==> src/rtl/pll_reconfig_pkg.sv <==
// rtl/pll_reconfig_pkg.sv - FSM states, reconfig register map and per-mode PLL tables
package pll_reconfig_pkg;

  typedef enum logic [2:0] {
    ST_IDLE,
    ST_HOLD,
    ST_MODE,
    ST_TABLE,
    ST_START,
    ST_WAIT_LOCK,
    ST_STABLE,
    ST_ERROR
  } state_t;

  localparam logic [5:0] ADDR_MODE  = 6'h00;
  localparam logic [5:0] ADDR_START = 6'h02;
  localparam logic [5:0] ADDR_N     = 6'h03;
  localparam logic [5:0] ADDR_M     = 6'h04;
  localparam logic [5:0] ADDR_C     = 6'h05;
  localparam logic [5:0] ADDR_PHASE = 6'h06;
  localparam logic [5:0] ADDR_K     = 6'h07;

  localparam int         TABLE_MAX      = 11;
  localparam logic [3:0] TABLE_LEN_NTSC = 4'd11;
  localparam logic [3:0] TABLE_LEN_PAL  = 4'd11;

  typedef logic [37:0] table_entry_t;

  // C data: [22:18] counter select, [15:8] high, [7:0] low; phase data: [21] up, [20:16] counter, [15:0] steps
  localparam table_entry_t NTSC_TABLE [TABLE_MAX] = '{
    {ADDR_M,     32'h0000_0808},
    {ADDR_N,     32'h0001_0000},
    {ADDR_K,     32'h2B9F_0E13},
    {ADDR_C,     32'h0000_0B0A},
    {ADDR_C,     32'h0004_1616},
    {ADDR_C,     32'h0008_2C2C},
    {ADDR_C,     32'h000C_0B0A},
    {ADDR_C,     32'h0010_1616},
    {ADDR_C,     32'h0014_0B0A},
    {ADDR_PHASE, 32'h0023_0010},
    {ADDR_PHASE, 32'h0025_0020}
  };

  localparam table_entry_t PAL_TABLE [TABLE_MAX] = '{
    {ADDR_M,     32'h0000_0808},
    {ADDR_N,     32'h0001_0000},
    {ADDR_K,     32'h1E4B_6A2C},
    {ADDR_C,     32'h0000_0B0A},
    {ADDR_C,     32'h0004_1616},
    {ADDR_C,     32'h0008_2C2C},
    {ADDR_C,     32'h000C_0B0A},
    {ADDR_C,     32'h0010_1616},
    {ADDR_C,     32'h0014_0B0A},
    {ADDR_PHASE, 32'h0023_0011},
    {ADDR_PHASE, 32'h0025_0022}
  };

endpackage

==> src/rtl/pll_reconfig_table.sv <==
// rtl/pll_reconfig_table.sv - combinational (mode, index) -> {addr, data, last} lookup
module pll_reconfig_table
  import pll_reconfig_pkg::*;
(
  input  logic        mode,
  input  logic [3:0]  index,
  output logic [5:0]  addr,
  output logic [31:0] data,
  output logic        last
);

  table_entry_t entry;
  logic [3:0]   len;

  always_comb begin
    len   = mode ? TABLE_LEN_PAL : TABLE_LEN_NTSC;
    entry = '0;
    if (index < len) begin
      entry = mode ? PAL_TABLE[index] : NTSC_TABLE[index];
    end
    addr = entry[37:32];
    data = entry[31:0];
    last = (index == len - 4'd1);
  end

endmodule

==> src/rtl/pll_reconfig_sequencer.sv <==
// rtl/pll_reconfig_sequencer.sv - NTSC/PAL PLL reprogramming sequencer and lock supervisor
module pll_reconfig_sequencer
  import pll_reconfig_pkg::*;
#(
  parameter int LOCK_STABLE  = 1024,
  parameter int LOCK_TIMEOUT = 65536,
  parameter int MAX_RETRIES  = 3,
  parameter int HOLD_CYCLES  = 16
) (
  input  logic        refclk,
  input  logic        rst,
  input  logic        mode_req,
  input  logic        pll_locked,
  input  logic        mgmt_waitrequest,
  output logic [5:0]  mgmt_address,
  output logic [31:0] mgmt_writedata,
  output logic        mgmt_write,
  output logic        mgmt_read,
  output logic        core_reset,
  output logic        busy,
  output logic        mode_active,
  output logic        error
);

  localparam int SW = $clog2(LOCK_STABLE + 1);
  localparam int TW = $clog2(LOCK_TIMEOUT + 1);
  localparam int RW = $clog2(MAX_RETRIES + 1);
  localparam int HW = $clog2(HOLD_CYCLES + 1);

  state_t        state, state_d;
  logic          sync1, locked_s;
  logic [SW-1:0] stable_cnt;
  logic [TW-1:0] lock_timer;
  logic [HW-1:0] hold_cnt;
  logic [RW-1:0] retry, retry_d;
  logic [3:0]    idx, idx_d;
  logic          target, target_d, mode_active_d, wr_d;
  logic [5:0]    addr_d, tbl_addr;
  logic [31:0]   data_d, tbl_data;
  logic          tbl_last;

  pll_reconfig_table u_table (
    .mode  (target),
    .index (idx),
    .addr  (tbl_addr),
    .data  (tbl_data),
    .last  (tbl_last)
  );

  always_ff @(posedge refclk or posedge rst) begin
    if (rst) begin
      sync1    <= 1'b0;
      locked_s <= 1'b0;
    end else begin
      sync1    <= pll_locked;
      locked_s <= sync1;
    end
  end

  always_ff @(posedge refclk or posedge rst) begin
    if (rst) begin
      state          <= ST_STABLE;
      mgmt_write     <= 1'b0;
      mgmt_address   <= '0;
      mgmt_writedata <= '0;
      retry          <= '0;
      target         <= 1'b0;
      mode_active    <= 1'b0;
      idx            <= '0;
    end else begin
      state          <= state_d;
      mgmt_write     <= wr_d;
      mgmt_address   <= addr_d;
      mgmt_writedata <= data_d;
      retry          <= retry_d;
      target         <= target_d;
      mode_active    <= mode_active_d;
      idx            <= idx_d;
    end
  end

  // Each timer runs only in its own state and saturates at its limit.
  always_ff @(posedge refclk or posedge rst) begin
    if (rst) begin
      hold_cnt   <= '0;
      lock_timer <= '0;
      stable_cnt <= '0;
    end else begin
      if (state != ST_HOLD)                   hold_cnt <= '0;
      else if (hold_cnt != HW'(HOLD_CYCLES))  hold_cnt <= hold_cnt + 1'b1;

      if (state != ST_WAIT_LOCK)               lock_timer <= '0;
      else if (lock_timer != TW'(LOCK_TIMEOUT)) lock_timer <= lock_timer + 1'b1;

      if (state != ST_STABLE || !locked_s)     stable_cnt <= '0;
      else if (stable_cnt != SW'(LOCK_STABLE)) stable_cnt <= stable_cnt + 1'b1;
    end
  end

  always_comb begin
    state_d       = state;
    wr_d          = mgmt_write;
    addr_d        = mgmt_address;
    data_d        = mgmt_writedata;
    retry_d       = retry;
    target_d      = target;
    mode_active_d = mode_active;
    idx_d         = idx;
    case (state)
      ST_IDLE: begin
        if (!locked_s) begin
          state_d = ST_STABLE;
        end else if (mode_req != mode_active) begin
          state_d  = ST_HOLD;
          target_d = mode_req;
        end
      end
      ST_HOLD: begin
        if (hold_cnt == HW'(HOLD_CYCLES - 1)) state_d = ST_MODE;
      end
      ST_MODE, ST_TABLE, ST_START: begin
        // Idle cycle issues the write; it then holds until waitrequest drops.
        if (mgmt_write) begin
          if (!mgmt_waitrequest) begin
            wr_d = 1'b0;
            case (state)
              ST_MODE: begin
                state_d = ST_TABLE;
                idx_d   = '0;
              end
              ST_TABLE: begin
                if (tbl_last) state_d = ST_START;
                else          idx_d   = idx + 4'd1;
              end
              default: state_d = ST_WAIT_LOCK;
            endcase
          end
        end else begin
          wr_d = 1'b1;
          case (state)
            ST_MODE: begin
              addr_d = ADDR_MODE;
              data_d = 32'd1;
            end
            ST_TABLE: begin
              addr_d = tbl_addr;
              data_d = tbl_data;
            end
            default: begin
              addr_d = ADDR_START;
              data_d = 32'd0;
            end
          endcase
        end
      end
      ST_WAIT_LOCK: begin
        if (locked_s) begin
          state_d = ST_STABLE;
        end else if (lock_timer == TW'(LOCK_TIMEOUT)) begin
          retry_d = retry + 1'b1;
          state_d = (retry_d == RW'(MAX_RETRIES)) ? ST_ERROR : ST_HOLD;
        end
      end
      ST_STABLE: begin
        if (locked_s && stable_cnt == SW'(LOCK_STABLE - 1)) begin
          state_d       = ST_IDLE;
          mode_active_d = target;
          retry_d       = '0;
        end
      end
      default: state_d = ST_ERROR;
    endcase
  end

  assign mgmt_read  = 1'b0;
  assign core_reset = (state != ST_IDLE);
  assign busy       = (state != ST_IDLE);
  assign error      = (state == ST_ERROR);

endmodule
==> config.mk <==
export PLATFORM = sky130hd
export DESIGN_NAME = pll_reconfig_sequencer
export DESIGN_NICKNAME = d
export VERILOG_FILES = /design/src/rtl/pll_reconfig_pkg.sv /design/src/rtl/pll_reconfig_table.sv /design/src/rtl/pll_reconfig_sequencer.sv
export SDC_FILE = /design/constraint.sdc
export NUM_CORES = 1
export LEC_CHECK = 0
export BUFFER_PORTS_ARGS = -buffer_cell sky130_fd_sc_hd__buf_2
export CELL_PAD_IN_SITES_DETAIL_PLACEMENT = 1
export CELL_PAD_IN_SITES_GLOBAL_PLACEMENT = 1
export CORE_UTILIZATION = 42
export CTS_BUF_LIST = sky130_fd_sc_hd__clkbuf_8
export DETAILED_ROUTE_END_ITERATION = 16
export PLACE_DENSITY_LB_ADDON = 0.25
export SYNTH_ARGS = -nofsm -noshare
export SYNTH_HDL_FRONTEND = slang
export SYNTH_SLANG_ARGS = --single-unit
==> constraint.sdc <==
create_clock -name refclk -period 2.6 [get_ports refclk]
set_clock_uncertainty 0.05 [all_clocks]
set_input_delay 0.65 -clock refclk [delete_from_list [all_inputs] [get_ports refclk]]
set_output_delay 0.65 -clock refclk [all_outputs]
set_load 0.1 [all_outputs]
==> flow_summary.json <==
{
  "synthCells": 425,
  "cts_inserted_buffers": 9,
  "path_class": "reg2out",
  "die_height_um": 99.9,
  "place.detailed.hpwl_um": 6770,
  "r2r_start": "hold_cnt[1]$_DFFE_PP0P_",
  "yosysSeqAreaShare_pct": 44.2,
  "leakage_uw": 0.00205,
  "htree_levels": 3,
  "die_x_um": 99.9,
  "p_sw_uw": 1750,
  "yosysUniqueCellTypes": 62,
  "rows": 35,
  "regArea_sq_mm": 0.00178,
  "p_int_uw": 2190,
  "place.gp.congestion": 0.822,
  "power_frac_clock_pct": 24.9,
  "grt_pass1_vias": 3302,
  "grt_antenna_before_repair": 0,
  "min_path_type": "reg2reg",
  "synthFlopType": "dfrtp_1",
  "placed_cells": 575,
  "synth_edf_count": 0,
  "worstSetupStartpoint": "state[1]$_DFFE_PP1P_",
  "r2r_slack_ps": 360,
  "fin_nets": 478,
  "ys_ff_latch": 71,
  "crit_path_cell_trace": "and3_1 > buf_2",
  "ir_worst_vdd_mv": 0.423,
  "async_flop_share_pct": 100,
  "port_buffers": 39,
  "tns_ps": 0,
  "syn_to_final_growth_pct": 11.9,
  "cts_tree": "built",
  "multi_input_area_sq_mm": 0.00198,
  "power_frac_comb_pct": 39.8,
  "vias": 3194,
  "die-area_sq_mm": 0.00999,
  "max_stage_delay_ps": 720,
  "min_path_cells": 0,
  "synth_common_cells": "dfrtp_1 (69), nor2_1 (38), nand2_1 (33)",
  "yosysTopAreaCell": "dfrtp_1",
  "min_to": "locked_s$_DFF_PP0_",
  "cts_resized": 0,
  "grt_usage_pct": 21.5,
  "clk_latency_ps": 350,
  "pin_count": 49,
  "viasPerCell": 5.40,
  "arrival_ps": 1710,
  "r2r_end": "state[0]$_DFFE_PP0P_",
  "max-cap-violations": 0,
  "wirelength_um": 9580,
  "path_max_fanout": 18,
  "cp.depth": 2,
  "worstMarginPinSlew_ps": 660,
  "hold_buffers": 0,
  "period_share_pct": 92.6,
  "period_needed_ps": 2410,
  "cts.clk_slew.worst_paths_ps": 80,
  "routedWlPerCell_um": 16.2,
  "synth_area_per_cell_sq_um": 9.48,
  "cts_setup_buffers": 0,
  "drive_gt1_share_pct": 17.7,
  "rr_worst_depth": 7,
  "maxSlewViolCount": 0,
  "grt_pass1_wl_um": 16700,
  "nFillCells": 1096,
  "cp.buffers_inverters": 1,
  "seq_power_share_pct": 35.3,
  "relSlewSlack_pct": 56.0,
  "hold_viol": 0,
  "outcome": "finished, final reports clean",
  "fin_cells": 591,
  "max_freq_ghz": 0.415,
  "path_delay_family": "flip-flops",
  "first_pass_iters": 4,
  "slowest_stage": "dfstp_2",
  "antenna_cells": 0,
  "grt_max_degree": 31,
  "netlist_area_sq_mm": 0.00403,
  "start_util_pct": 43.4,
  "ant_nets": 0,
  "ys_warn_count": 0,
  "yosysMostFrequentCell": "dfrtp_1",
  "setup_viol": 0,
  "hp-start": "sync1$_DFF_PP0_",
  "rsz0062_at_grt": "false",
  "switching_share_pct": 44.5,
  "cts_root_buf": "clkbuf_8",
  "clock_path_buffers": 2,
  "drt_iter0_drc": 109,
  "synth_top_area_share_pct": 42.9,
  "coreArea_sq_mm": 0.00928,
  "worstSetupEndpointType": "output pin",
  "critPathRequiredTime_ps": 1900,
  "power_density_mw_per_mm2": 874,
  "route.detailed.drc": 0,
  "clock_sinks": 71,
  "start_kind": "flop",
  "grt.overflow.total": 0,
  "synthTopCellsByArea": "dfrtp_1 (43%), ha_1 (5.0%), xor2_1 (3.9%)"
}
==> worst reg2reg max path, stage by stage, from the launching register on <==
cell and delay, ps:
dfrtp_1 420, ha_1 220, and3_1 180, ha_1 170, nor4b_1 550, a221oi_4 100
and3_1 220, o221a_2 230
==> per-layer routing <==
metal	share of wire, %	wire length (um)	up-vias	global-route usage [%]
met5	0	0	-	0
met4	1.2	116	0	8.82
met3	3.4	329	10	2.79
met2	52	4940	51	37.5
met1	44	4190	1604	26.8
li1	-	-	1529	-
==> metrics by stage <==
step / utilization, % / area [sq um] / hold WS [ps] / total power, uW / setup slack (ps)
after floorplan: - / 4060 / 281 / 2670 / 34.3
after global placement: 46.3 / 4300 / 284 / 2940 / 452
after detailed placement: 46.3 / 4300 / 291 / 2980 / 383
after CTS: 48.6 / 4510 / 309 / 3980 / 174
after global routing: 48.6 / 4510 / 313 / 4180 / 109
final: 48.6 / 4510 / 306 / 3940 / 192
==> how the worst max path moves through the flow <==
stage / endpoint / slack [ps]
final: error / 190
after CTS: error / 170
after detailed placement: state[0]$_DFFE_PP0P_ / 380
after floorplan: core_reset / 30
after global placement: state[0]$_DFFE_PP0P_ / 450
after global routing: error / 110
==> layout make-up <==
class	instances	share of cell area [%]
Tap cell	129	3.58
Sequential cell	71	39.5
Timing Repair Buffer	51	6.60
Clock buffer	9	2.75
Clock inverter	7	1.97
Inverter	20	1.66
Multi-Input combinational cell	304	44.0
==> cells by family after synthesis <==
family / Yosys count / share of synthesized area, %
compound gates: 88 / 14.6
xor+xnor: 25 / 5.43
fa+ha+maj: 16 / 4.97
buf+inv: 58 / 7.39
flops: 71 / 44.2
mux: 9 / 2.33
other cells: 1 / 0.0931
simple gates: 157 / 21.0
==> power by group through the flow <==
stage	clock (uW)	combinational (uW)	sequential, uW
6_report	981	1570	1390
5_1_grt	1050	1710	1420
4_1_cts	1000	1580	1390
3_5_place_dp	0	1570	1410
3_3_place_gp	0	1530	1410
2_1_floorplan	0	1010	1660
==> placed cells by master, fill, tap and decap left out, drive strengths merged, types with 5 or more instances in the layout <==
| cell | count |
|---|---|
| a21o | 7 |
| a21oi | 17 |
| a31oi | 5 |
| and3 | 5 |
| and4 | 6 |
| buf | 51 |
| clkbuf | 9 |
| conb | 9 |
| dfrtp | 69 |
| ha | 16 |
| inv | 20 |
| mux2i | 6 |
| nand2 | 33 |
| nand2b | 9 |
| nand3 | 14 |
| nand4 | 10 |
| nor2 | 38 |
| o21ai | 26 |
| o31ai | 7 |
| xnor2 | 7 |
| xor2 | 18 |
==> state kept, by name, indices dropped and copies added, names as in the netlist, 2 cells and up <==
signal          cells
mgmt_writedata     21
lock_timer         17
stable_cnt         11
hold_cnt            5
idx                 4
mgmt_address        3
state               3
retry               2
Note: power is estimated with default switching activity, not from simulation.
